`src/rtl/stream_mux_pkg.sv`:
```
// Shared constants and helpers for the round-robin stream multiplexer.
package stream_mux_pkg;

  localparam logic MODE_FIXED = 1'b0;
  localparam logic MODE_RR    = 1'b1;

  // Next channel index with wrap back to 0 after nch-1.
  function automatic int unsigned next_idx(input int unsigned idx, input int unsigned nch);
    return ((idx + 32'd1) >= nch) ? 32'd0 : (idx + 32'd1);
  endfunction

endpackage

```
`src/rtl/stream_mux_rr_arbiter.sv`:
```
// Combinational round-robin arbiter: searches ptr+1, ptr+2, ... with wrap,
// so the channel at ptr itself has the lowest priority.
module rr_arbiter
  import stream_mux_pkg::*;
#(
  parameter int NCH  = 4,
  parameter int SELW = $clog2(NCH)
) (
  input  logic [NCH-1:0]  req_i,
  input  logic [SELW-1:0] ptr_i,
  output logic [SELW-1:0] gnt_o,
  output logic            gnt_valid_o
);

  always_comb begin
    int unsigned idx;
    logic [SELW-1:0] idx_sel;
    logic found;
    gnt_o       = '0;
    gnt_valid_o = 1'b0;
    found       = 1'b0;
    idx         = 32'(ptr_i);
    idx_sel     = ptr_i;
    for (int k = 0; k < NCH; k++) begin
      idx     = next_idx(idx, 32'(NCH));
      idx_sel = SELW'(idx);
      if (!found && req_i[idx_sel]) begin
        found = 1'b1;
        gnt_o = idx_sel;
      end else begin
        found = found;
      end
    end
    gnt_valid_o = found;
  end

endmodule

```
`src/rtl/stream_mux_rr.sv`:
```
// N-channel registered stream mux with fixed-select or round-robin grant
// and valid/ready handshakes on every input and on the single output.
module stream_mux_rr
  import stream_mux_pkg::*;
#(
  parameter int WIDTH = 2,
  parameter int NCH   = 4,
  parameter int SELW  = $clog2(NCH)
) (
  input  logic                   clk_i,
  input  logic                   rst_i,
  input  logic [NCH*WIDTH-1:0]   in_data_i,
  input  logic [NCH-1:0]         in_valid_i,
  output logic [NCH-1:0]         in_ready_o,
  input  logic [SELW-1:0]        sel_i,
  input  logic                   mode_i,
  output logic [WIDTH-1:0]       out_data_o,
  output logic [SELW-1:0]        out_ch_o,
  output logic                   out_valid_o,
  input  logic                   out_ready_i
);

  logic [WIDTH-1:0] out_data_q, out_data_d;
  logic [SELW-1:0]  out_ch_q, out_ch_d;
  logic             out_valid_q, out_valid_d;
  logic [SELW-1:0]  ptr_q, ptr_d;

  logic             load_s;
  logic             fixed_hit_s;
  logic [SELW-1:0]  rr_gnt_s;
  logic             rr_gnt_valid_s;
  logic [SELW-1:0]  gnt_s;
  logic             gnt_valid_s;
  logic [WIDTH-1:0] gnt_data_s;

  assign load_s = ~out_valid_q | out_ready_i;

  rr_arbiter #(
    .NCH  (NCH),
    .SELW (SELW)
  ) u_arb (
    .req_i       (in_valid_i),
    .ptr_i       (ptr_q),
    .gnt_o       (rr_gnt_s),
    .gnt_valid_o (rr_gnt_valid_s)
  );

  // An out-of-range sel matches no channel, so it can never grant.
  always_comb begin
    fixed_hit_s = 1'b0;
    for (int i = 0; i < NCH; i++) begin
      if (sel_i == SELW'(i)) begin
        fixed_hit_s = in_valid_i[i];
      end else begin
        fixed_hit_s = fixed_hit_s;
      end
    end
  end

  always_comb begin
    gnt_s       = '0;
    gnt_valid_s = 1'b0;
    case (mode_i)
      MODE_RR: begin
        gnt_s       = rr_gnt_s;
        gnt_valid_s = rr_gnt_valid_s;
      end
      MODE_FIXED: begin
        gnt_s       = sel_i;
        gnt_valid_s = fixed_hit_s;
      end
      default: begin
        gnt_s       = '0;
        gnt_valid_s = 1'b0;
      end
    endcase
  end

  always_comb begin
    in_ready_o = '0;
    gnt_data_s = '0;
    for (int i = 0; i < NCH; i++) begin
      if (gnt_s == SELW'(i)) begin
        in_ready_o[i] = ~rst_i & load_s & gnt_valid_s;
        gnt_data_s    = in_data_i[i*WIDTH +: WIDTH];
      end else begin
        in_ready_o[i] = 1'b0;
      end
    end
  end

  // Output register only moves when it is empty or being drained.
  always_comb begin
    out_data_d  = out_data_q;
    out_ch_d    = out_ch_q;
    out_valid_d = out_valid_q;
    ptr_d       = ptr_q;
    if (load_s) begin
      if (gnt_valid_s) begin
        out_data_d  = gnt_data_s;
        out_ch_d    = gnt_s;
        out_valid_d = 1'b1;
        if (mode_i == MODE_RR) begin
          ptr_d = gnt_s;
        end else begin
          ptr_d = ptr_q;
        end
      end else begin
        out_valid_d = 1'b0;
      end
    end else begin
      out_valid_d = out_valid_q;
    end
  end

  always_ff @(posedge clk_i) begin
    if (rst_i) begin
      out_data_q  <= '0;
      out_ch_q    <= '0;
      out_valid_q <= 1'b0;
      ptr_q       <= SELW'(NCH - 1);
    end else begin
      out_data_q  <= out_data_d;
      out_ch_q    <= out_ch_d;
      out_valid_q <= out_valid_d;
      ptr_q       <= ptr_d;
    end
  end

  assign out_data_o  = out_data_q;
  assign out_ch_o    = out_ch_q;
  assign out_valid_o = out_valid_q;

endmodule

```
`config.mk`:
```
export PLATFORM = sky130hd
export DESIGN_NAME = stream_mux_rr
export DESIGN_NICKNAME = d
export VERILOG_FILES = /design/src/rtl/stream_mux_pkg.sv /design/src/rtl/stream_mux_rr_arbiter.sv /design/src/rtl/stream_mux_rr.sv
export SDC_FILE = /design/constraint.sdc
export NUM_CORES = 1
export LEC_CHECK = 0
export ABC_AREA = 0
export CORE_MARGIN = 3
export CORE_UTILIZATION = 39
export CTS_CLUSTER_DIAMETER = 50
export DETAILED_ROUTE_END_ITERATION = 10
export GPL_ROUTABILITY_DRIVEN = 0
export PLACE_DENSITY = 0.7
export RECOVER_POWER = 100
export SYNTH_ARGS = -nofsm -noshare
export SYNTH_HDL_FRONTEND = slang
export SYNTH_SLANG_ARGS = --single-unit
```
`constraint.sdc`:
```
create_clock -name clk_i -period 7.8 [get_ports clk_i]
set_input_delay 1.56 -clock clk_i [delete_from_list [all_inputs] [get_ports clk_i]]
set_output_delay 1.56 -clock clk_i [all_outputs]
set_load 0.03 [all_outputs]
```
After elaboration in Yosys (flattened, before gate mapping)
Cells that the tools add are included.

Muxes and demuxes: 35. Magnitude comparators: 8. Add/sub/neg operators: 4. Equal/unequal tests: 6. Bitwise gates (word level): 6. Reductions and logical operators: 10.

Operator list (count): $add A32 B1 Y32 const B (3); $ge A32 B3 Y1 const B (3); $mux W32 (3); $mux W2 (9); $mux W1 (17); $lt A2 B3 Y1 const B (4); $bmux W1 S2 (4); $eq A2 B2 Y1 const B (4); $eq A2 B1 Y1 const B (2); $logic_not A2 Y1 (2); $pmux W2 S2 (1); $add A2 B1 Y3 const B (1); $ge A3 B3 Y1 const B (1); $logic_and A1 B1 Y1 (3); $logic_not A1 Y1 (3); $not A1 Y1 (3); $reduce_and A3 Y1 (1); $and A1 B1 Y1 (2); $pmux W1 S2 (1); $reduce_and A2 Y1 (1); $or A1 B1 Y1 (1).

Bits of input ports: 18. Register bits after elaboration: 7. Word-level logic and storage cells: 73.

Logic depth before layout (Yosys ltp)
Gate-level depths: netlist (run 1).

Depth in word-level cells: 22. Gate-level depth with buffers: 10.

Hierarchy
Synthesis (run 1) repeated with hierarchy kept, for this count alone.

Cell total of the unflattened synthesis: 96. Area total of the unflattened synthesis: 814.5 um^2.

Modules (own cells, without submodules): stream_mux_rr (cells an instance 43, area each 445.4 um^2, times used 1, sequential area each 140.1 um^2); rr_arbiter (cells an instance 53, area each 369.1 um^2, times used 1, sequential area each 0.0 um^2).

Worst setup path before layout (run 1)
Ideal clock, no wire load.

Path kind: input port to output port. From: input port in_valid_i[3]. To: output port in_ready_o[0]. Path slack: 2.879 ns. Arrival time: 3.361 ns. Path buffers: 1. Required time: 6.240 ns. Stages: 7. Cell sequence: clkbuf_1 > mux2i_1 > and3_1 > o311ai_0 > a21oi_2 > o32a_2 > nor2_1.

Cells in the longest elaborated chain, start to end: 15. Elaborated cells between the ends (all ways): 28.

Ends and longest elaborated chain: from (decl) (line stream_mux_rr.sv:13) `input logic [NCH-1:0] in_valid_i,`; $bmux W1 S2 (line stream_mux_rr_arbiter.sv:27) `if (!found && req_i[idx_sel]) begin`; $mux W1 (not written as such) (line stream_mux_rr_arbiter.sv:27); $mux W1 (line stream_mux_rr_arbiter.sv:27); $logic_not A1 Y1 (line stream_mux_rr_arbiter.sv:27); $logic_and A1 B1 Y1 (line stream_mux_rr_arbiter.sv:27); $mux W1 (line stream_mux_rr_arbiter.sv:27); $logic_not A1 Y1 (line stream_mux_rr_arbiter.sv:27); $logic_and A1 B1 Y1 (line stream_mux_rr_arbiter.sv:27); $mux W1 (line stream_mux_rr_arbiter.sv:27); $logic_not A1 Y1 (line stream_mux_rr_arbiter.sv:27); $logic_and A1 B1 Y1 (line stream_mux_rr_arbiter.sv:27); $mux W1 or $mux W2 (tied branches) (line stream_mux_rr_arbiter.sv:27); $pmux W1 S2 or $pmux W2 S2 (tied branches) (line stream_mux_rr.sv:63) `case (mode_i)`; $and A1 B1 Y1 or $logic_not A2 Y1 (tied branches) (line stream_mux_rr.sv:84, stream_mux_rr.sv:83); $mux W1 * (line stream_mux_rr.sv:83) `if (gnt_s == SELW'(i)) begin`; to (decl) (line stream_mux_rr.sv:14) `output logic [NCH-1:0] in_ready_o,`.

Every way passes the cells marked *; elsewhere a longest branch is shown, timed or not. The select of a mux whose other input is x is not followed.

Worst setup path after layout (run 1)
From: input port in_valid_i[3]. To: output port in_ready_o[3].

Cells in the longest elaborated chain, start to end: 15. Elaborated cells between the ends (all ways): 28.

Ends and longest elaborated chain (line): $bmux W1 S2 (stream_mux_rr_arbiter.sv:27); $mux W1 (not written as such) (stream_mux_rr_arbiter.sv:27); $mux W1 (stream_mux_rr_arbiter.sv:27); $logic_not A1 Y1 (stream_mux_rr_arbiter.sv:27); $logic_and A1 B1 Y1 (stream_mux_rr_arbiter.sv:27); $mux W1 (stream_mux_rr_arbiter.sv:27); $logic_not A1 Y1 (stream_mux_rr_arbiter.sv:27); $logic_and A1 B1 Y1 (stream_mux_rr_arbiter.sv:27); $mux W1 (stream_mux_rr_arbiter.sv:27); $logic_not A1 Y1 (stream_mux_rr_arbiter.sv:27); $logic_and A1 B1 Y1 (stream_mux_rr_arbiter.sv:27); $mux W2 or $mux W1 (tied branches) (stream_mux_rr_arbiter.sv:27); $pmux W2 S2 or $pmux W1 S2 (tied branches) (stream_mux_rr.sv:63); $eq A2 B2 Y1 or $and A1 B1 Y1 (tied branches) (stream_mux_rr.sv:83, stream_mux_rr.sv:84); $mux W1 * (stream_mux_rr.sv:83).

Marks and branches as above.

==> results.md, run 1 <==
* Top-area cell type share of the netlist area at 16.4%
* Iter 0 DRT Violations at 17
* Arrival @ worst endpoint at 4.58 ns
* WL final at 2180 µm
* Worst setup startpoint: in_valid_i[3]
* Met1 Track Usage GR at 19.1%
* Post-synthesis area per instance at 8.32 µm²
* Initial antenna violation count at 0
* Clock buffer depth at 2
* DP Cell Count at 150
* CP max FO at 11
* Seq/Total Area, Yosys at 16.4%
* Hold depth at 2
* Share of cells above drive strength 1 at 11.8%
* Top Ports at 27
* H-tree depth at 1
* Clk_skew at 0.00203 ns
* Post-synthesis cell count at 103
* Std cell rows at 16
* Final Critical Period at 6.14 ns
* IO Port Bufs at 26
* Wirelength per Cell at 14.1 µm
* Core ar. at 2020 µm²
* Worst Hold Class: reg2reg
* Cell taking the most area after synthesis: dfxtp_1
* Top delay family on crit path: buffers and inverters
* Total track usage at 16.6%
* FF-to-FF End: out_data_o[1]$_SDFFE_PP0P_
* Die H at 52.9 µm
* Postcts setup bufs at 0
* IR drop worst, VDD at 0.0792 mV
* Clock sinks at 7
* Slew @ Worst Pin at 0.545 ns
* Via density at 5.66
* Ys Warns at 0
* R2R Path Start: ptr_q[0]$_SDFFE_PP1P_
* Netlist cell types at 38
* Mapped Nets at 127
* Max-cap check violation count at 0
* Combinational power share at 56.2%
* Slowest CP cell: dlygate4sd3_1
* Reg2reg setup slack at 4.48 ns
* Pwr/cell area at 160 nW/µm²
* Pre-antenna DRT Iters at 4
* Ant. Diodes at 0
* Max Fclk at 163 MHz
* Clock Root Buffer: clkbuf_4
* Grt met3 use at 3.94%
* Power Internal at 0.108 mW
* Worst Setup Path Type: in2out
* Sw Pwr at 0.0744 mW
* Starting Density at 42.4%
* Crit path top cell by count: dlygate4sd3_1
* Flop pwr share at 25.5%
* Worst slew margin at 63.2%
* Post-synth top flop: dfxtp_1
* CTS buffer count at 3
* Most used routing layer: met2
* Number of global-route vias before repair at 833
* Met2 Usage GRT at 30.2%
* Die W at 52.9 µm
* CTS clock-pin slew for the worst setup and hold paths at 0.06 ns
* Fill count at 187
* Pins Over Slew Limit at 0
* Post-synth ARST share at 0%
* Largest net degree at the start of global routing at 15
* Critical path startpoint category: input pin
* Die ar. at 2800 µm²
* Status: complete, no violations
* CP Depth at 8
* Crit path capture: in_ready_o[3]
* Final hold vios at 0
* Overflow after GRT at 0
* Final critical-path share of the clock period at 78.8%
* Crit-path cells: dlygate4sd3_1 > mux2i_1 > mux2_1 > or4_4 > a21oi_1 > o32ai_1 > nor2_1 > dlygate4sd3_1
* # hold bufs at CTS at 0
* PostCTS Resize Cnt at 0
* DP HPWL at 1720 µm
* Nets@finish at 152
* Cell Area, Synth at 857 µm²
* Clock power frac at 18.3%
* Switching share of power at 40.8%
* Synth Register Bits at 7
* Vias at 872
* Critical Path Max Stage Delay at 0.75 ns
* Post-route ant nets at 0
* Nature of the critical path endpoint: output pin
* Unrepaired setup endpoints after global routing: false
* Final setup violation count at 0
* EDFF count, synth at 0
* Worst path bufs/invs at 2
* Final std cells w/o fill at 154
* Clock latency on the worst-skew pair at 0.25 ns
* Setup TNS at 0 ns
* DRC at 0
* Req. time, crit path at 6.24 ns
* P_leak at 0.490 nW
* Worst reg2reg path depth at 9
* Synthesis-to-layout area growth at 32.6%
* First-pass GRT wire length at 3460 µm
* Cells taking the most area after synthesis: dfxtp_1 16%, ha_1 8.8%, mux2i_1 8.2%, nand3_1 5.3%, mux2_2 5.3%
* CTS tree: built
[power by group through the flow]
stage / combinational (mW) / clock, mW / sequential, mW
final: 0.103 / 0.0333 / 0.0465
after global placement: 0.105 / 0 / 0.0472
after global routing: 0.111 / 0.0365 / 0.0479
after floorplan: 0.0699 / 0 / 0.0527
after detailed placement: 0.106 / 0 / 0.0474
after CTS: 0.107 / 0.0348 / 0.0467
[cell usage in the layout (no fill, tap or decap), drive strengths merged, types with 3 or more instances in the layout]
master and n:
a21oi 3, nand3 9, mux2 5, mux2i 7, dfxtp 7, clkdlybuf4s50 16, ha 6, dlygate4sd3 10
inv 5, nand2 9, clkbuf 4, mux4 3, nor2 11, o21ai 4
[per-stage QoR]
step	setup WS [ns]	hold WS (ns)	utilization [%]	total power [mW]	cell area, µm²
after floorplan	2.88	0.526	-	0.123	857
after global placement	1.93	0.478	55.3	0.152	1120
after detailed placement	1.90	0.495	55.3	0.153	1120
after CTS	1.89	0.506	56.6	0.188	1140
after global routing	1.51	0.526	56.2	0.196	1140
final	1.66	0.495	56.2	0.182	1140
[cell type report]
type	count	area [µm²]	area share [%]
multi-input combinational	85	657	57.8
timing repair buffer	26	260	22.9
sequential	7	140	12.3
tap	27	33.8	2.97
clock buffer	4	26.3	2.31
inverter	5	18.8	1.65
[routing by layer]
| metal | vias to the layer above | part of all wire (%) |
|---|---|---|
| met3 | 4 | 5.4 |
| met1 | 405 | 43 |
| met5 | - | 0 |
| met2 | 30 | 51 |
| met4 | 0 | 0.83 |
| li1 | 433 | - |
[worst min path at each step]
| stage | end | slack [ns] | startpoint |
|---|---|---|---|
| after global placement | out_valid_o$_SDFFE_PP0N_ | 0.48 | out_valid_o$_SDFFE_PP0N_ |
| final | out_valid_o$_SDFFE_PP0N_ | 0.50 | out_valid_o$_SDFFE_PP0N_ |
| after floorplan | ptr_q[1]$_SDFFE_PP1P_ | 0.53 | ptr_q[1]$_SDFFE_PP1P_ |
| after detailed placement | out_valid_o$_SDFFE_PP0N_ | 0.50 | out_valid_o$_SDFFE_PP0N_ |
| after global routing | out_data_o[0]$_SDFFE_PP0P_ | 0.53 | out_data_o[0]$_SDFFE_PP0P_ |
| after CTS | out_valid_o$_SDFFE_PP0N_ | 0.51 | out_valid_o$_SDFFE_PP0N_ |
[worst reg2reg max path: cells and delay by family, from the launching register on]
| family | cells | cell delay, ns |
|---|---|---|
| muxes | 3 | 0.79 |
| DFF | 1 | 0.65 |
| and+or+nand+nor | 3 | 0.60 |
| adders and majority gates | 1 | 0.57 |
| buffers and inverters | 1 | 0.32 |
| AOI/OAI and AO/OA | 1 | 0.28 |
[cell usage after synthesis (3+ instances only)]
master	count
ha_1	6
nand2_1	9
buf_2	3
o21ai_0	4
mux2_2	4
dfxtp_1	7
nand3_1	9
mux2i_1	7
nor2_1	11
inv_1	5
[flip-flops by register name, summed over array words and instances (netlist names)]
signal and count:
out_ch_o 2, out_data_o 2, out_valid_o 1, ptr_q 2
[cells by family after synthesis]
group                      share of synthesized area (%)
and+or+nand+nor                                     25.0
buffers and inverters                               6.13
muxes                                               23.5
DFF                                                 16.3
AOI/OAI and AO/OA                                   20.3
adders and majority gates                           8.76
Note: power is estimated with default switching activity, not from simulation.
==> run 2, diff against run 1 <==
==> constraint.sdc (replaced) <==
create_clock -name clk_i -period 6.1 [get_ports clk_i]
set_input_delay 1.22 -clock clk_i [delete_from_list [all_inputs] [get_ports clk_i]]
set_output_delay 1.22 -clock clk_i [all_outputs]
set_load 0.03 [all_outputs]
==> run 2 against run 1 <==
Effect of this change:
- total power up 29%
- setup slack worse by 0.95 ns
- first-iteration DRC count up 18%
- wire length up 1.1%
- register-to-register slack worse by 1.7 ns
- critical path type unchanged
==> results.md, run 2 (synthesis results as in run 1) <==
* Share of cells above drive strength 1 at 12.6% (+0.79 points)
* # hold bufs at CTS at 0 (unchanged)
* Fill count at 185 (-1.1%)
* Iter 0 DRT Violations at 20 (+3)
* Die H at 52.9 µm (unchanged)
* CP max FO at 11 (unchanged)
* Status: complete, no violations
* Final Critical Period at 5.39 ns
* Die W at 52.9 µm (unchanged)
* Synthesis-to-layout area growth at 32.8%
* Most used routing layer: met2
* Final hold vios at 0 (unchanged)
* Worst Hold Class: reg2reg
* Switching share of power at 40.7% (-0.089 points)
* Register Area at 140 µm² (unchanged)
* FF-to-FF End: out_data_o[1]$_SDFFE_PP0P_
* Min-delay src: out_valid_o$_SDFFE_PP0N_
* Starting Density at 42.4% (unchanged)
* Reg2reg setup slack at 2.79 ns (-1.69 ns)
* Vias at 875 (+0.34%)
* Top Ports at 27 (unchanged)
* Nets@finish at 152 (unchanged)
* DRC at 0 (unchanged)
* Post-route ant nets at 0 (unchanged)
* Initial antenna violation count at 0 (unchanged)
* Slew @ Worst Pin at 0.550 ns (+0.00522 ns)
* Crit path capture: in_ready_o[3]
* Max-cap check violation count at 0 (unchanged)
* Most frequent cells in the layout: 16 x clkdlybuf4s50_1, 11 x nor2_1, 10 x dlygate4sd3_1, 9 x nand2_1, 9 x nand3_1
* Pins Over Slew Limit at 0 (unchanged)
* DP HPWL at 1720 µm (unchanged)
* Ant. Diodes at 0 (unchanged)
* Met1 Track Usage GR at 19.1% (unchanged)
* Most common cell after layout, fill and taps aside: clkdlybuf4s50_1
* IR drop worst, VDD at 0.101 mV (+27%)
* Grt met3 use at 3.94% (unchanged)
* PostCTS Resize Cnt at 0 (unchanged)
* Sw Pwr at 0.0957 mW (+29%)
* Worst slew margin at 62.8% (-0.35 points)
* Pwr/cell area at 207 nW/µm² (+29%)
* CTS clock-pin slew for the worst setup and hold paths at 0.06 ns (about the same)
* Worst Setup Path Type: in2out
* Arrival @ worst endpoint at 4.17 ns (-0.41 ns)
* Met2 Usage GRT at 30.2% (unchanged)
* Final setup violation count at 0 (unchanged)
* Overflow after GRT at 0 (unchanged)
* Req. time, crit path at 4.88 ns (-1.36 ns)
* Wirelength per Cell at 14.3 µm (+1.1%)
* Flop pwr share at 25.2% (-0.3 points)
* Final critical-path share of the clock period at 88.4%
* P_leak at 0.493 nW (+0.58%)
* IO Port Bufs at 26 (unchanged)
* Std cell rows at 16 (unchanged)
* Clk_skew at 0.00202 ns (-0.0000108 ns)
* CTS buffer count at 3 (unchanged)
* Clock latency on the worst-skew pair at 0.25 ns (about the same)
* WL final at 2200 µm (+1.1%)
* Largest net degree at the start of global routing at 15 (unchanged)
* CTS tree: built
* Critical path startpoint category: input pin
* R2R Path Start: ptr_q[0]$_SDFFE_PP1P_
* Nature of the critical path endpoint: output pin
* Via density at 5.68 (+0.34%)
* Worst reg2reg path depth at 9 (unchanged)
* Postcts setup bufs at 0 (unchanged)
* Number of global-route vias before repair at 833 (unchanged)
* H-tree depth at 1 (unchanged)
* WHS at 0.495 ns (+0.0000320 ns)
* Clock sinks at 7 (unchanged)
* Core ar. at 2020 µm² (unchanged)
* Pre-antenna DRT Iters at 4 (unchanged)
* Setup TNS at 0 ns (unchanged)
* First-pass GRT wire length at 3460 µm (unchanged)
* Clock Root Buffer: clkbuf_4
* Power Internal at 0.139 mW (+29%)
* Combinational power share at 56.6% (+0.4 points)
* Unrepaired setup endpoints after global routing: false
* Clock power frac at 18.2% (about the same)
* Die ar. at 2800 µm² (unchanged)
* Max Fclk at 186 MHz
* Clock buffer depth at 2 (unchanged)
* Worst setup startpoint: in_valid_i[3]
* Total track usage at 16.6% (unchanged)
* Multi-input gate area at 659 µm² (+0.38%)
-- run 2: cell counts in the layout (fill, tap and decap cells not counted) --
Identical to the previous run, type by type.
-- run 2: layer usage --
layer / vias up / share of wire (%)
met3: 2 / 4.9
li1: 434 / -
met2: 24 / 52
met4: 0 / 0.45
met5: - / 0
met1: 415 / 43
-- run 2: per-stage QoR --
stage	worst slack [ns]	utilization [%]	cells	total power, mW	area, µm²
6_report	0.710	56.3	154	0.235	1140
3_3_place_gp	0.913	55.3	150	0.194	1120
4_1_cts	0.868	56.6	154	0.241	1140
2_1_floorplan	1.86	-	103	0.157	857
3_5_place_dp	0.879	55.3	150	0.196	1120
5_1_grt	0.515	56.3	154	0.252	1140
-- run 2: power by group through the flow --
stage | logic [mW] | registers, mW | clock network [mW]
finish | 0.133 | 0.0594 | 0.0427
global route | 0.144 | 0.0612 | 0.0467
CTS | 0.136 | 0.0597 | 0.0445
detailed placement | 0.136 | 0.0607 | 0
global placement | 0.134 | 0.0603 | 0
floorplan | 0.0893 | 0.0674 | 0
-- run 2: critical path, stage by stage --
cell and delay, ns:
dlygate4sd3_1 0.76, mux2i_1 0.16, and3_1 0.21, o311ai_0 0.37, a21oi_2 0.13, o32ai_1 0.52
nor2_1 0.10, dlygate4sd3_1 0.71
-- run 2: worst min path at each step --
stage / endpoint / slack, ns / depth (start not counted)
2_1_floorplan: ptr_q[1]$_SDFFE_PP1P_ / 0.53 / 2
3_3_place_gp: out_valid_o$_SDFFE_PP0N_ / 0.48 / 2
3_5_place_dp: out_valid_o$_SDFFE_PP0N_ / 0.50 / 2
4_1_cts: out_valid_o$_SDFFE_PP0N_ / 0.51 / 2
5_1_grt: out_data_o[0]$_SDFFE_PP0P_ / 0.53 / 2
6_report: out_valid_o$_SDFFE_PP0N_ / 0.50 / 2
-- run 2: layout make-up --
type	count	area share [%]
well taps	27	2.97
repair buffers	26	22.9
multi-input cells	85	57.9
clock buffers	4	2.31
inverters	5	1.65
flip-flops and latches	7	12.3
==> run 3, diff against run 2 <==
==> constraint.sdc (replaced) <==
create_clock -name clk_i -period 6.8 [get_ports clk_i]
set_input_delay 1.36 -clock clk_i [delete_from_list [all_inputs] [get_ports clk_i]]
set_output_delay 1.36 -clock clk_i [all_outputs]
set_load 0.03 [all_outputs]
==> results of run 3 <==
The final DEF is identical to that of run 1. Status: complete, no violations.
Among the figures that moved: setup slack after placement 1.90 ns -> 1.30 ns; setup slack after layout 1.66 ns -> 1.06 ns; register-to-register setup slack 4.48 ns -> 3.48 ns; total power 0.182 mW -> 0.209 mW; worst IR drop on VDD 0.0792 mV -> 0.0909 mV
